**src/rtl/mul_issue_ctrl.sv**
```systemverilog
// mul_issue_ctrl: queues tagged operand pairs and feeds them one at a time to a start/done
// sequential multiplier, returning each product with its tag on a valid/ready port.
module mul_issue_ctrl #(
    parameter int DEPTH = 4,
    parameter int TAG_W = 2
) (
    input  logic             clk,
    input  logic             rst,
    input  logic             in_valid,
    output logic             in_ready,
    input  logic [7:0]       in_src1,
    input  logic [7:0]       in_src2,
    input  logic [TAG_W-1:0] in_tag,
    output logic             mul_start,
    output logic [7:0]       mul_src1,
    output logic [7:0]       mul_src2,
    input  logic [7:0]       mul_product,
    input  logic             mul_done,
    output logic             out_valid,
    input  logic             out_ready,
    output logic [7:0]       out_product,
    output logic [TAG_W-1:0] out_tag,
    output logic             busy,
    output logic             err
);
    localparam int AW = $clog2(DEPTH);

    typedef enum logic {IDLE, WAIT} state_t;

    state_t           state, state_nxt;
    logic [7:0]       fifo_src1 [DEPTH];
    logic [7:0]       fifo_src2 [DEPTH];
    logic [TAG_W-1:0] fifo_tag  [DEPTH];
    logic [AW-1:0]    wr_ptr, rd_ptr;
    logic [AW:0]      count;
    logic [TAG_W-1:0] tag_r;
    logic             push, issue;

    assign in_ready = count != (AW+1)'(DEPTH);
    assign push     = in_valid && in_ready;
    assign busy     = state == WAIT || count != '0 || out_valid;

    // Issue only when the result register is free, so a pending result is never overwritten.
    always_comb begin
        state_nxt = state;
        issue     = 1'b0;
        if (state == IDLE && count != '0 && !out_valid) begin
            issue     = 1'b1;
            state_nxt = WAIT;
        end else if (state == WAIT && mul_done) begin
            state_nxt = IDLE;
        end
    end

    always_ff @(posedge clk) begin
        if (push) begin
            fifo_src1[wr_ptr] <= in_src1;
            fifo_src2[wr_ptr] <= in_src2;
            fifo_tag[wr_ptr]  <= in_tag;
        end
    end

    always_ff @(posedge clk or posedge rst) begin
        if (rst) begin
            state       <= IDLE;
            wr_ptr      <= '0;
            rd_ptr      <= '0;
            count       <= '0;
            mul_start   <= 1'b0;
            mul_src1    <= '0;
            mul_src2    <= '0;
            tag_r       <= '0;
            out_valid   <= 1'b0;
            out_product <= '0;
            out_tag     <= '0;
            err         <= 1'b0;
        end else begin
            state     <= state_nxt;
            mul_start <= issue;
            count     <= count + (AW+1)'(push) - (AW+1)'(issue);
            if (push)
                wr_ptr <= wr_ptr + AW'(1);
            if (issue) begin
                rd_ptr   <= rd_ptr + AW'(1);
                mul_src1 <= fifo_src1[rd_ptr];
                mul_src2 <= fifo_src2[rd_ptr];
                tag_r    <= fifo_tag[rd_ptr];
            end
            if (state == WAIT && mul_done) begin
                out_valid   <= 1'b1;
                out_product <= mul_product;
                out_tag     <= tag_r;
            end else if (out_valid && out_ready) begin
                out_valid <= 1'b0;
            end
            if (state == IDLE && mul_done)
                err <= 1'b1;
        end
    end
endmodule

```
**config.mk**
```make
export PLATFORM = sky130hd
export DESIGN_NAME = mul_issue_ctrl
export DESIGN_NICKNAME = d
export VERILOG_FILES = /design/src/rtl/mul_issue_ctrl.sv
export SDC_FILE = /design/constraint.sdc
export NUM_CORES = 1
export LEC_CHECK = 0
export BUFFER_PORTS_ARGS = -buffer_cell sky130_fd_sc_hd__buf_2
export CORE_MARGIN = 3
export CORE_UTILIZATION = 50
export DETAILED_ROUTE_END_ITERATION = 16
export GPL_ROUTABILITY_DRIVEN = 0
export MAX_ROUTING_LAYER = met4
export PLACE_DENSITY = 0.71
export RECOVER_POWER = 100
export SYNTH_ARGS = -nofsm -noshare
export SYNTH_HDL_FRONTEND = slang
export SYNTH_SLANG_ARGS = --single-unit
export TNS_END_PERCENT = 10
```
**constraint.sdc**
```tcl
create_clock -name clk -period 2.4 [get_ports clk]
set_input_delay 0.12 -clock clk [delete_from_list [all_inputs] [get_ports clk]]
set_output_delay 0.12 -clock clk [all_outputs]
set_load 0.05 [all_outputs]
```
==> summary.txt <==
Logic synthesis
  • Cell area after synthesis: 4204 um^2
  • Synth warn: 0
  • Register area share after synthesis: 74.64%
  • Post-Syn Nets: 240
  • Synth Register Bits: 111
  • Mean Syn Cell Area: 20.81 um^2
  • Post-synth cell types: 22
  • Cells after Synth: 202

Global route
  • Largest net degree at the start of global routing: 24
  • Grt ovf: 0
  • Tot GR Track Use: 16.06%
  • Initial antenna violation count: 0
  • Vias in the first global route: 2136
  • First-pass GRT wire length: 11270 um

Timing
  • Least-Margin Pin Slew: 0.9735 ns
  • Period utilization: 94.70%
  • Final hold vios: 0
  • Clock skew: 0.009536 ns
  • Max Clock Freq: 440.0 MHz
  • Slew Limit Fails: 0
  • Unrepaired setup endpoints after global routing: no
  • PnR worst setup slack: 0.1273 ns
  • Min cycle time layout: 2.273 ns
  • Setup TNS: 0 ns
  • Endpoints failing setup: 0
  • Slew HR: 35.10%

Power
  • P_leak: 1.867 nW
  • Power Density: 1327 nW/um^2
  • Worst VDD drop: 0.0006395 V

Placed design
  • Place WS: 0.05490 ns
  • # placed instances: 363
  • Port bufs: 61
  • DP HPWL: 4281 um

Status
  • Status: completed

Cells and area
  • Area Overhead vs Synth: 20.03%
  • Most frequent cells in the layout: 72 x edfxtp_1, 53 x clkbuf_1, 38 x dfrtp_1
  • Layout cells sized above 1: 27.51%
  • Reg area: 3139 um^2
  • Nets: 342
  • Multi-input gate area: 970.9 um^2
  • Ant diodes: 0
  • Non-Filler Instances: 411
  • Post-Route Utilization: 63.65%
  • Commonest non-fill, non-tap cell in the layout: edfxtp_1
  • Fillcell total: 612

Floorplanning
  • Horiz. Die Dim: 97.70 um
  • Die area: 9544 um^2
  • Die height: 97.70 um
  • Cell Rows: 32
  • Initial Utilization: 53.03%
  • IO Count: 62
  • Core Region: 7928 um^2

Clock network
  • Inserted Clock Buffers: 9
  • Clock latency on the worst-skew pair: 0.35 ns
  • Clock sink count: 111
  • H-tree depth: 3
  • Clock slew at reported path FFs: 0.10 ns
  • Max Buffers Root-to-Sink: 2
  • CTS tree: done
  • Root buf cell: clkbuf_8

Critical path
  • Setup Crit Path Kind: reg2reg
  • Family with the most delay on the worst path: adder cells
  • Type of origin of the critical path: flip-flop
  • Max incr delay on CP: 0.43 ns
  • Required @ worst endpoint: 2.68 ns
  • Worst-path fanout max: 5
  • CP Capture Type: flip-flop
  • Worst path cell trace: or3b_4, and2_4, inv_1, ha_1, inv_1, ha_1, inv_1, fa_2, xnor2_1, xnor2_1
  • Worst path arrival time: 2.56 ns
  • WP buf/inv: 3
  • Slowest cell on crit path: dfrtp_2
  • Most frequent CP cell: inv_1

Routing
  • DR vias: 2054
  • DRC: 0
  • Drt wl/cell: 16.79 um
  • Total detailed-routing wirelength: 6900 um
  • Post-route ant nets: 0
  • Via density: 4.998
  • First-pass DRT Iterations: 4
  • DR iter-0 viols: 99

Job
  • Max Cap Viol: 0

Worst hold path
  • HP Class: in2reg
==> worst reg2reg max path, delay by kind of cell, from the launching register on <==
family | cells | cell delay [ns]
simple gates | 2 | 0.60
flops | 1 | 0.43
xor+xnor | 2 | 0.35
buf+inv | 3 | 0.16
fa+ha+maj | 3 | 0.68
==> per-stage QoR <==
stage	area, um^2	power (W)	hold WS, ns
after floorplan	4204	0.005143	0.2164
after global placement	4614	0.005672	0.2367
after detailed placement	4614	0.005757	0.2333
after CTS	5070	0.006820	0.000005412
after global routing	5046	0.007115	0.007081
final	5046	0.006697	0.006919
==> synth_stat cells <==
cell / number / area share [%]
nand2b_1: 1 / 0.15
inv_1: 10 / 0.89
nand2_2: 1 / 0.15
a21o_1: 1 / 0.18
xnor2_1: 5 / 1.0
and2_4: 1 / 0.21
mux2_2: 28 / 7.5
dfrtp_1: 39 / 23
mux2_4: 1 / 0.36
nand2_1: 1 / 0.089
ha_1: 6 / 1.8
and3_1: 4 / 0.60
buf_2: 3 / 0.36
edfxtp_1: 72 / 51
mux4_2: 18 / 9.6
nor2_1: 1 / 0.089
or3b_4: 1 / 0.27
o21ai_0: 2 / 0.24
nand3_1: 1 / 0.12
buf_6: 4 / 1.1
fa_1: 1 / 0.48
or3_1: 1 / 0.15
==> flip-flops by register name, indices dropped and copies added (netlist names) <==
signal / cells
tag_r: 2
rd_ptr: 2
state: 1
mul_src1: 8
count: 3
mul_src2: 8
out_product: 8
mul_start: 1
fifo_tag: 8
out_valid: 1
out_tag: 2
fifo_src2: 32
fifo_src1: 32
wr_ptr: 2
err: 1
==> report_power, final <==
part	internal, W	switching [W]
Clock	0.000471	0.000562
Sequential	0.00266	0.000226
Combinational	0.00103	0.00175
==> cells by family (layout without fill, tap and decap cells) <==
family	Yosys count	in the layout	share of synthesized area, %
compound gates	3	3	0.4167
simple gates	12	12	1.815
xor+xnor	5	5	1.042
mux	47	47	17.50
fa+ha+maj	7	7	2.262
flops	111	111	74.64
buf+inv	17	124	2.321
==> worst paths after layout <==
| path | from | end | slack [ns] | depth (start not counted) |
|---|---|---|---|---|
| max in group asynchronous | rst | count[1]$_DFF_PP0_ | 0.73 | 4 |
| min in group asynchronous | rst | out_product[4]$_DFFE_PP0P_ | 0.37 | 3 |
| setup / recovery | count[1]$_DFF_PP0_ | count[2]$_DFF_PP0_ | 0.13 | 10 |
| hold reg to reg | err$_DFFE_PP0P_ | err$_DFFE_PP0P_ | 0.49 | 1 |
| setup reg to reg | count[1]$_DFF_PP0_ | count[2]$_DFF_PP0_ | 0.13 | 10 |
| hold / removal | mul_product[6] | out_product[6]$_DFFE_PP0P_ | 0.007 | 2 |
==> layout make-up <==
| class | count | area share (%) |
|---|---|---|
| sequential | 111 | 62.21 |
| multi-input combinational | 74 | 19.24 |
| timing repair buffer | 98 | 11.60 |
| clock buffer | 14 | 3.447 |
| tap | 102 | 2.529 |
| inverter | 10 | 0.7439 |
| clock inverter | 2 | 0.2232 |
==> repair_timing <==
action / 4_1_cts / 5_1_grt
resized for setup: 0 / 2
buffers inserted: 0 / 4
endpoints found under the hold margin: 103 / 1
hold buffers: 27 / 1
endpoints found under the setup margin: 0 / 1
==> layer usage <==
layer	GRT usage (%)	routed length, um	vias to the layer above	share of wire [%]
li1	-	-	972	-
met1	20.68	2992	1022	43
met2	25.46	3498	50	51
met3	2.656	298	10	4.3
met4	7.029	110	0	1.6
met5	-	0	-	0
(Power assumes the default switching activity.)
